File: src/rtl/fifo_bank4_pkg.sv
// Shared constants and types for the four-channel FIFO bank.
package fifo_bank4_pkg;

    localparam int unsigned BANK_DATA_W   = 12;
    localparam int unsigned BANK_NUM_CH   = 4;
    localparam int unsigned BANK_DEPTH    = 8;
    localparam int unsigned BANK_AF_TH    = 6;
    localparam int unsigned BANK_AE_TH    = 1;
    localparam int unsigned BANK_CH_ID_W  = 2;

    typedef logic [BANK_CH_ID_W-1:0] ch_id_t;

endpackage

File: src/rtl/fifo_ch.sv
// One FIFO channel: circular buffer, occupancy counter, status decodes and
// a sticky overflow/underflow flag. Reads are registered (1-cycle latency).
module fifo_ch
    import fifo_bank4_pkg::*;
#(
    parameter int unsigned DATA_W = BANK_DATA_W,
    parameter int unsigned DEPTH  = BANK_DEPTH,
    parameter int unsigned AF_TH  = BANK_AF_TH,
    parameter int unsigned AE_TH  = BANK_AE_TH
) (
    input  logic              clk,
    input  logic              reset,
    input  logic              push,
    input  logic              pop,
    input  logic [DATA_W-1:0] data_in,
    output logic [DATA_W-1:0] data_out,
    output logic              empty,
    output logic              almost_empty,
    output logic              almost_full,
    output logic              full,
    output logic              err
);

    localparam int unsigned PTR_W = $clog2(DEPTH);
    localparam int unsigned CNT_W = PTR_W + 1;

    logic [DATA_W-1:0] r_mem [DEPTH];
    logic [PTR_W-1:0]  r_wr_ptr;
    logic [PTR_W-1:0]  r_rd_ptr;
    logic [CNT_W-1:0]  r_count;
    logic [DATA_W-1:0] r_data_out;
    logic              r_err;

    logic              w_push_ok;
    logic              w_pop_ok;
    logic              w_fault;
    logic [CNT_W-1:0]  w_count_nxt;

    // A full channel still accepts a push when a pop frees the slot on the
    // same edge; an empty channel never accepts a pop (no write-through).
    assign w_push_ok = push & (~full | pop);
    assign w_pop_ok  = pop & ~empty;
    assign w_fault   = (push & full & ~pop) | (pop & empty);

    always_comb begin
        w_count_nxt = r_count;
        if (w_push_ok && !w_pop_ok) begin
            w_count_nxt = r_count + CNT_W'(1);
        end else if (!w_push_ok && w_pop_ok) begin
            w_count_nxt = r_count - CNT_W'(1);
        end
    end

    always_ff @(posedge clk) begin
        if (w_push_ok) begin
            r_mem[r_wr_ptr] <= data_in;
        end
    end

    always_ff @(posedge clk or posedge reset) begin
        if (reset) begin
            r_wr_ptr   <= '0;
            r_rd_ptr   <= '0;
            r_count    <= '0;
            r_data_out <= '0;
            r_err      <= 1'b0;
        end else begin
            if (w_push_ok) begin
                r_wr_ptr <= r_wr_ptr + PTR_W'(1);
            end
            if (w_pop_ok) begin
                r_data_out <= r_mem[r_rd_ptr];
                r_rd_ptr   <= r_rd_ptr + PTR_W'(1);
            end
            r_count <= w_count_nxt;
            r_err   <= r_err | w_fault;
        end
    end

    assign data_out     = r_data_out;
    assign err          = r_err;
    assign empty        = (r_count == '0);
    assign full         = (r_count == CNT_W'(DEPTH));
    assign almost_full  = (r_count >= CNT_W'(AF_TH));
    assign almost_empty = (r_count <= CNT_W'(AE_TH));

endmodule

File: src/rtl/fifo_bank4.sv
// Bank of four independent FIFO channels sharing one write word.
module fifo_bank4
    import fifo_bank4_pkg::*;
#(
    parameter int unsigned DATA_W = BANK_DATA_W,
    parameter int unsigned DEPTH  = BANK_DEPTH,
    parameter int unsigned AF_TH  = BANK_AF_TH,
    parameter int unsigned AE_TH  = BANK_AE_TH
) (
    input  logic                          clk,
    input  logic                          reset,
    input  logic [BANK_NUM_CH-1:0]        push,
    input  logic [DATA_W-1:0]             data_in,
    input  logic [BANK_NUM_CH-1:0]        pop,
    output logic [BANK_NUM_CH*DATA_W-1:0] data_out,
    output logic [BANK_NUM_CH-1:0]        empty,
    output logic [BANK_NUM_CH-1:0]        almost_empty,
    output logic [BANK_NUM_CH-1:0]        almost_full,
    output logic [BANK_NUM_CH-1:0]        full,
    output logic [BANK_NUM_CH-1:0]        err,
    output logic                          idle
);

    for (genvar g = 0; g < BANK_NUM_CH; g++) begin : g_ch
        fifo_ch #(
            .DATA_W (DATA_W),
            .DEPTH  (DEPTH),
            .AF_TH  (AF_TH),
            .AE_TH  (AE_TH)
        ) u_ch (
            .clk          (clk),
            .reset        (reset),
            .push         (push[g]),
            .pop          (pop[g]),
            .data_in      (data_in),
            .data_out     (data_out[g*DATA_W +: DATA_W]),
            .empty        (empty[g]),
            .almost_empty (almost_empty[g]),
            .almost_full  (almost_full[g]),
            .full         (full[g]),
            .err          (err[g])
        );
    end

    assign idle = &empty;

endmodule

File: config.mk
export PLATFORM = sky130hd
export DESIGN_NAME = fifo_bank4
export DESIGN_NICKNAME = d
export VERILOG_FILES = /design/src/rtl/fifo_bank4_pkg.sv /design/src/rtl/fifo_ch.sv /design/src/rtl/fifo_bank4.sv
export SDC_FILE = /design/constraint.sdc
export NUM_CORES = 1
export LEC_CHECK = 0
export ABC_CLOCK_PERIOD_IN_PS = 5000
export BUFFER_PORTS_ARGS = -buffer_cell sky130_fd_sc_hd__buf_4
export CORE_UTILIZATION = 65
export CTS_CLUSTER_SIZE = 14
export DETAILED_ROUTE_END_ITERATION = 12
export MAX_ROUTING_LAYER = met4
export PLACE_DENSITY = 0.87
export SETUP_SLACK_MARGIN = 0.05
export SKIP_LAST_GASP = 1
export SLEW_MARGIN = 30
export SYNTH_ARGS = -nofsm -noshare
export SYNTH_HDL_FRONTEND = slang
export SYNTH_HIERARCHICAL = 1
export SYNTH_SLANG_ARGS = --single-unit
File: constraint.sdc
create_clock -name clk -period 5 [get_ports clk]
set_clock_uncertainty 0.15 [all_clocks]
set_input_delay 1.5 -clock clk [delete_from_list [all_inputs] [get_ports clk]]
set_output_delay 1.5 -clock clk [all_outputs]
set_load 0.01 [all_outputs]
==> summary.txt, run 1 <==
Setup path
  – CP Max Fanout: 17
  – Arr. time, crit path: around 2.5 ns
  – Worst EP required: between 3 and 4 ns
  – Crit. End Element: output pin
  – Reg2Reg Depth: 9
  – Worst r2r dst: g_ch[0].u_ch/r_count[3]
  – RR Startpoint: g_ch[0].u_ch/r_count[0]
  – Startpoint Class: flip-flop
  – Crit path kind: reg -> out
  – Reg-to-reg setup timing slack: between 1.5 and 2 ns

Clock network
  – CTS buffer count: 45
  – CTS sink cnt: 476
  – Hold Buf Count CTS: 0
  – CTS H-tree lvls: 2
  – Cts repair resizes: 0
  – Post-CTS Setup Bufs: 0
  – Clk slew on worst S/H paths: around 0.060 ns
  – Skew-Pair Late Insertion Delay: between 0.5 and 0.6 ns
  – Clk buf depth: 3
  – Root Buffer Master: clkbuf_16
  – CTS tree: yes

Finish
  – Area added between synthesis and finish: 12.6%
  – Share of cells above drive strength 1: 0.266
  – Final #Nets: between 1,000 and 1,500
  – Finished Cell Area: 0.0220 mm^2
  – Post-layout util: 0.742

Detailed routing
  – DRC Markers: 2
  – Iteration-0 DRC Markers: between 1,000 and 1,500
  – WL/cell: around 23 um
  – ANT nets after route: 0
  – Vias post-DR: ~11,000
  – DR vias/cell: 6.23
  – Final wirelength: roughly 39 mm
  – Initial DRT Pass Iterations: 9

Yosys
  – Post-synth EDFFs: ~380
  – Mapped Nets: between 1,000 and 1,500
  – Synth top area share: 0.590
  – Synth Cell Area: approximately 0.020 mm^2
  – Flops & latches, synth: between 400 and 500
  – Most common cell in the synthesized netlist: edfxtp_1
  – Commonest cells post-synth: edfxtp_1, mux2_2, mux2i_1
  – Post-Synthesis Cells: about 1,200
  – Async SR Flop Fraction: 0.193
  – Post-synthesis average cell area: between 15 and 20 um^2
  – Top cells by area, synth: edfxtp_1, dfrtp_1, mux2_2, mux2i_1, a22o_1
  – Synth Warn #: 6
  – Netlist cell types: between 40 and 50
  – Seq/Total Area, Yosys: 0.708
  – Synth Flop Type: edfxtp_1
  – Synth area leader: edfxtp_1

Placed design
  – Placed Area: between 0.02 and 0.025 mm^2
  – Dpl hpwl: 22.8 mm
  – Routability cong.: between 0.8 and 0.9
  – I/O Buffers: 90

STA
  – Final TNS setup: 0 ns
  – Rel. slew slack: 0.336
  – Final setup vio count: 0
  – Slew @ Worst Pin: 0.992 ns
  – Period minus WS final: around 4.2 ns
  – Achievable frequency: 0.241 GHz
  – Final period utilization: 0.831
  – Pins Over Slew Limit: 0
  – RSZ-0062 raised after global routing: false
  – Final Hold Viols: 0
  – WHS: approximately 0.32 ns

Global routing
  – Largest net degree at the start of global routing: roughly 50
  – First-pass GRT wire length: 60.1 mm
  – Initial antenna violation count: 1
  – All-Layer GR Usage: 0.267
  – Vias in the first global route: between 10,000 and 15,000
  – Congestion Overflow GR: 0

Floorplan
  – Die area: approximately 0.031 mm^2
  – Number of core rows: 63
  – Core area: 0.0296 mm^2
  – Die width: between 150 and 200 um
  – Initial Util: 0.659
  – Die H: between 150 and 200 um
  – I/O pin count: 91

Pwr
  – Max VDD drop: about 0.46 mV
  – Lkg Pwr: between 8 and 9 nW
  – PwrDens: around 600 mW/mm^2

Status
  – Failing checks: design-rule violations
  – Outcome: complete, but fails checks

Worst hold path
  – Hold Path Stages: 1
  – Hold Crit Start: g_ch[2].u_ch/err
  – Hold Path Class: reg -> reg
  – Min-Delay Endpoint: g_ch[2].u_ch/err

Run
  – Max cap viols: 0
worst max-delay path, cell delays in order (launching register included):
cell,delay (ns)
dfrtp_1,0.45
inv_1,0.14
ha_1,0.17
nor3b_4,0.71
and4_1,0.36
buf_4,0.14
where the power goes:
group | internal [mW] | switching (mW) | total, mW
combinational | 1.81 | 2.18 | 3.99
clock | 2.06 | 1.40 | 3.47
sequential | 5.15 | 0.605 | 5.75
stage by stage:
stage          cells  worst slack, ns  power [mW]
3_5_place_dp    1602             1.42        9.73
3_3_place_gp    1602             1.51        9.55
2_1_floorplan   1158             1.42        8.60
4_1_cts         1685            0.845        13.2
5_1_grt         1686            0.713        13.8
6_report        1686            0.843        13.2
cells by family (layout without fill, tap and decap cells):
logic type                 Yosys count  after routing  share of synthesized area
AOI/OAI and AO/OA                  221            221                     0.0831
other                                0              1                          0
muxes                              204            204                      0.111
buffers and inverters               83            220                     0.0293
and+or+nand+nor                    110            110                     0.0335
adders and majority gates           32             32                     0.0205
xor gates and xnor gates            32             32                     0.0143
DFF                                476            476                      0.708
cell type report:
cell class | instances | area (um^2)
clock buffers | 66 | 1340
well taps | 390 | 488
clock inverters | 17 | 196
repair buffers | 114 | 856
multi-input cells | 599 | 5190
fillers | 1707 | 7640
diodes | 1 | 2.50
flip-flops and latches | 476 | 13800
inverters | 23 | 86.3
flip-flops by register name, indices dropped and copies added (netlist names):
| signal | cells |
|---|---|
| g_ch.u_ch/r_mem | 384 |
| g_ch.u_ch/data_out | 48 |
| g_ch.u_ch/r_count | 16 |
| g_ch.u_ch/r_rd_ptr | 12 |
| g_ch.u_ch/r_wr_ptr | 12 |
| g_ch.u_ch/err | 4 |
placed cells by master (no fill, tap or decap), types with 13 or more instances in the layout:
cell type	n
a22o_1	48
buf_4	114
clkbuf_16	47
dfrtp_1	88
edfxtp_1	384
ha_1	32
inv_1	19
mux2_2	102
mux2i_1	100
nand2_1	13
nand2b_1	17
nor2_2	15
nor3_1	18
o21ai_0	55
o22ai_1	48
o31ai_1	26
o31ai_2	22
xnor2_1	20
routing by layer:
metal  track usage  routed length [um]
met2         0.419               18700
met4        0.0786                 896
met5             -                   0
met1         0.372               16300
met3        0.0335                2830
how the worst max path moves through the flow:
| stage | startpoint | end |
|---|---|---|
| 2_1_floorplan | pop[1] | g_ch[1].u_ch/r_mem[0][0] |
| 3_3_place_gp | g_ch[2].u_ch/r_count[0] | idle |
| 3_5_place_dp | g_ch[2].u_ch/r_count[0] | idle |
| 4_1_cts | g_ch[2].u_ch/r_count[0] | idle |
| 5_1_grt | g_ch[2].u_ch/r_count[1] | idle |
| 6_report | g_ch[2].u_ch/r_count[0] | idle |
Power figures use the tool's default switching activity.
==> run 2, diff against run 1 <==
--- a/config.mk
+++ b/config.mk
@@ -5,13 +5,13 @@
 export SDC_FILE = /design/constraint.sdc
 export NUM_CORES = 1
 export LEC_CHECK = 0
-export ABC_CLOCK_PERIOD_IN_PS = 5000
+export ABC_CLOCK_PERIOD_IN_PS = 3400
 export BUFFER_PORTS_ARGS = -buffer_cell sky130_fd_sc_hd__buf_4
-export CORE_UTILIZATION = 65
+export CORE_UTILIZATION = 55
 export CTS_CLUSTER_SIZE = 14
 export DETAILED_ROUTE_END_ITERATION = 12
 export MAX_ROUTING_LAYER = met4
-export PLACE_DENSITY = 0.87
+export PLACE_DENSITY = 0.78
 export SETUP_SLACK_MARGIN = 0.05
 export SKIP_LAST_GASP = 1
 export SLEW_MARGIN = 30
==> constraint.sdc (replaced) <==
create_clock -name clk -period 3.4 [get_ports clk]
set_clock_uncertainty 0.15 [all_clocks]
set_input_delay 1.02 -clock clk [delete_from_list [all_inputs] [get_ports clk]]
set_output_delay 1.02 -clock clk [all_outputs]
set_load 0.01 [all_outputs]
==> summary.txt, run 2 (synthesized netlist as in run 1, its figures left out) <==
Status
  – Outcome: complete, no violations

Finish
  – # fillers: 2,393 (+40%)
  – Final #Nets: 1,329 (+1.2%)
  – Area added between synthesis and finish: 13.5%
  – Register Area: 0.0138 mm^2 (unchanged)
  – Share of cells above drive strength 1: 0.267 (about the same)
  – Most common cell after layout, fill and taps aside: edfxtp_1
  – Most flops, register: g_ch.u_ch/r_mem
  – Area of the multi-input gates: 0.00518 mm^2 (-0.22%)
  – Max reg flops: 384 (unchanged)
  – Commonest non-fill, non-tap cells in the layout: edfxtp_1, buf_4, mux2_2

Worst hold path
  – Hold Path Class: reg -> reg
  – Hold Crit Start: g_ch[2].u_ch/err
  – Hold Path Stages: 1 (unchanged)
  – Min-Delay Endpoint: g_ch[2].u_ch/err

Setup path
  – Reg-to-reg setup timing slack: 0.46 ns (-1.42 ns)
  – RR Startpoint: g_ch[0].u_ch/r_count[0]
  – Crit. End Element: output pin
  – Reg2Reg Depth: 11 (+2)
  – CP Max Fanout: 6 (-11)
  – Arr. time, crit path: 2.09 ns (-0.42 ns)
  – Startpoint Class: flip-flop
  – Worst EP required: 2.23 ns (-1.12 ns)
  – Worst r2r dst: g_ch[0].u_ch/r_count[3]
  – Crit path kind: reg -> out

Placed design
  – I/O Buffers: 90 (unchanged)
  – Routability cong.: 0.805 (-3.8%)
  – Dpl hpwl: 23.4 mm (+2.5%)

Detailed routing
  – WL/cell: 21.6 um (-6.0%)
  – Initial DRT Pass Iterations: 5 (-4)
  – DRC Markers: 0 (-2)
  – Final wirelength: 38.2 mm (-1.3%)
  – Vias post-DR: 10,200 (-2.6%)
  – DR vias/cell: 5.78 (-7.1%)
  – Iteration-0 DRC Markers: 883 (-15%)
  – ANT nets after route: 0 (unchanged)

Global routing
  – All-Layer GR Usage: 0.221 (-0.0462)
  – First-pass GRT wire length: 58.8 mm (-2.1%)
  – Congestion Overflow GR: 0 (unchanged)
  – Largest net degree at the start of global routing: 51 (unchanged)
  – Vias in the first global route: 10,200 (-2.6%)
  – Initial antenna violation count: 1 (unchanged)

Floorplan
  – Core area: 0.0347 mm^2 (+17%)
  – Die width: 190 um (+8.6%)
  – Initial Util: 0.563 (-0.0964)
  – Die area: 0.0363 mm^2 (+18%)
  – I/O pin count: 91 (unchanged)
  – Number of core rows: 68 (+7.9%)
  – Die H: 190 um (+8.6%)

STA
  – Final period utilization: 0.959
  – RSZ-0062 raised after global routing: false
  – Slew @ Worst Pin: 0.960 ns (-0.0322 ns)
  – Period minus WS final: around 3.3 ns
  – Final setup vio count: 0 (unchanged)
  – Final Hold Viols: 0 (unchanged)
  – Rel. slew slack: 0.359 (+0.0226)
  – Achievable frequency: about 0.3 GHz
  – Pins Over Slew Limit: 0 (unchanged)
  – Final TNS setup: 0 ns (unchanged)

Pwr
  – PwrDens: 877 mW/mm^2 (+46%)
  – Max VDD drop: 0.513 mV (+11%)
  – Pwr Total: 19.4 mW (+47%)
  – Lkg Pwr: 8.13 nW (+1.1%)

Clock network
  – CTS tree: yes
  – Skew-Pair Late Insertion Delay: 0.54 ns (-0.02 ns)
  – Hold Buf Count CTS: 0 (unchanged)
  – Clk slew on worst S/H paths: 0.06 ns (about the same)
  – CTS H-tree lvls: 2 (unchanged)
  – Root Buffer Master: clkbuf_16
  – CTS sink cnt: 476 (unchanged)
  – Clk buf depth: 3 (unchanged)
  – CTS buffer count: 46 (+2.2%)

Run
  – Max cap viols: 0 (unchanged)
[run 2: cell types whose count changed in the layout (fill, tap and decap cells not counted), sizes merged]
cell      change
clkbuf        +2
buf          +15
clkinv        +3
clkinvlp      -2
[run 2: layout make-up]
cell class              instances  share of cell area
multi-input cells             599               0.234
well taps                     455              0.0257
diodes                          1            0.000113
inverters                      23             0.00389
clock buffers                  68              0.0608
flip-flops and latches        476               0.624
repair buffers                129              0.0437
clock inverters                18             0.00841
[run 2: how the worst max path moves through the flow]
stage | slack, ns | start | depth (start not counted) | end
global placement | 0.42 | g_ch[0].u_ch/r_count[0] | 5 | idle
finish | 0.14 | g_ch[1].u_ch/r_count[0] | 5 | idle
floorplan | 0.30 | pop[1] | 3 | g_ch[1].u_ch/r_mem[0][0]
CTS | 0.11 | g_ch[1].u_ch/r_count[0] | 5 | idle
detailed placement | 0.35 | g_ch[0].u_ch/r_count[0] | 5 | idle
global route | 0.06 | g_ch[1].u_ch/r_count[0] | 5 | idle
[run 2: power by group]
group          total (mW)  leakage, nW  switching (mW)  internal, mW
Clock                5.10        0.752            2.05          3.05
Sequential           8.58         4.56            1.01          7.57
Combinational        5.77         2.82            3.05          2.72
Total                19.4         8.13            6.12          13.3
[run 2: what timing repair did]
item / 4_1_cts / 5_1_grt
endpoints found under the setup margin: 2 / 2
buffers inserted: 2 / 1
gates resized for setup: 1 / 2
[run 2: per-layer routing]
layer  track usage  vias to the layer above  wire [um]
li1              -                     4743          -
met1         0.309                     5129      17400
met2         0.335                      295      17700
met3        0.0379                       63       2300
met4        0.0603                        0        834
met5             -                        -          0
[run 2: through the flow]
stage | hold WS [ns] | area (um^2) | setup slack (ns) | utilization | std cells
floorplan | 0.335 | 19500 | 0.304 | - | 1158
global placement | 0.294 | 20600 | 0.417 | 0.593 | 1679
detailed placement | 0.300 | 20600 | 0.348 | 0.593 | 1679
CTS | 0.313 | 22100 | 0.112 | 0.638 | 1767
global route | 0.328 | 22200 | 0.0571 | 0.639 | 1769
finish | 0.310 | 22200 | 0.141 | 0.639 | 1769
[run 2: worst max-delay path, cell delays in order (launching register included)]
cell and delay (ns):
dfrtp_1 0.45, inv_1 0.14, ha_1 0.19, nor3b_4 0.35, and4_4 0.30, buf_4 0.12
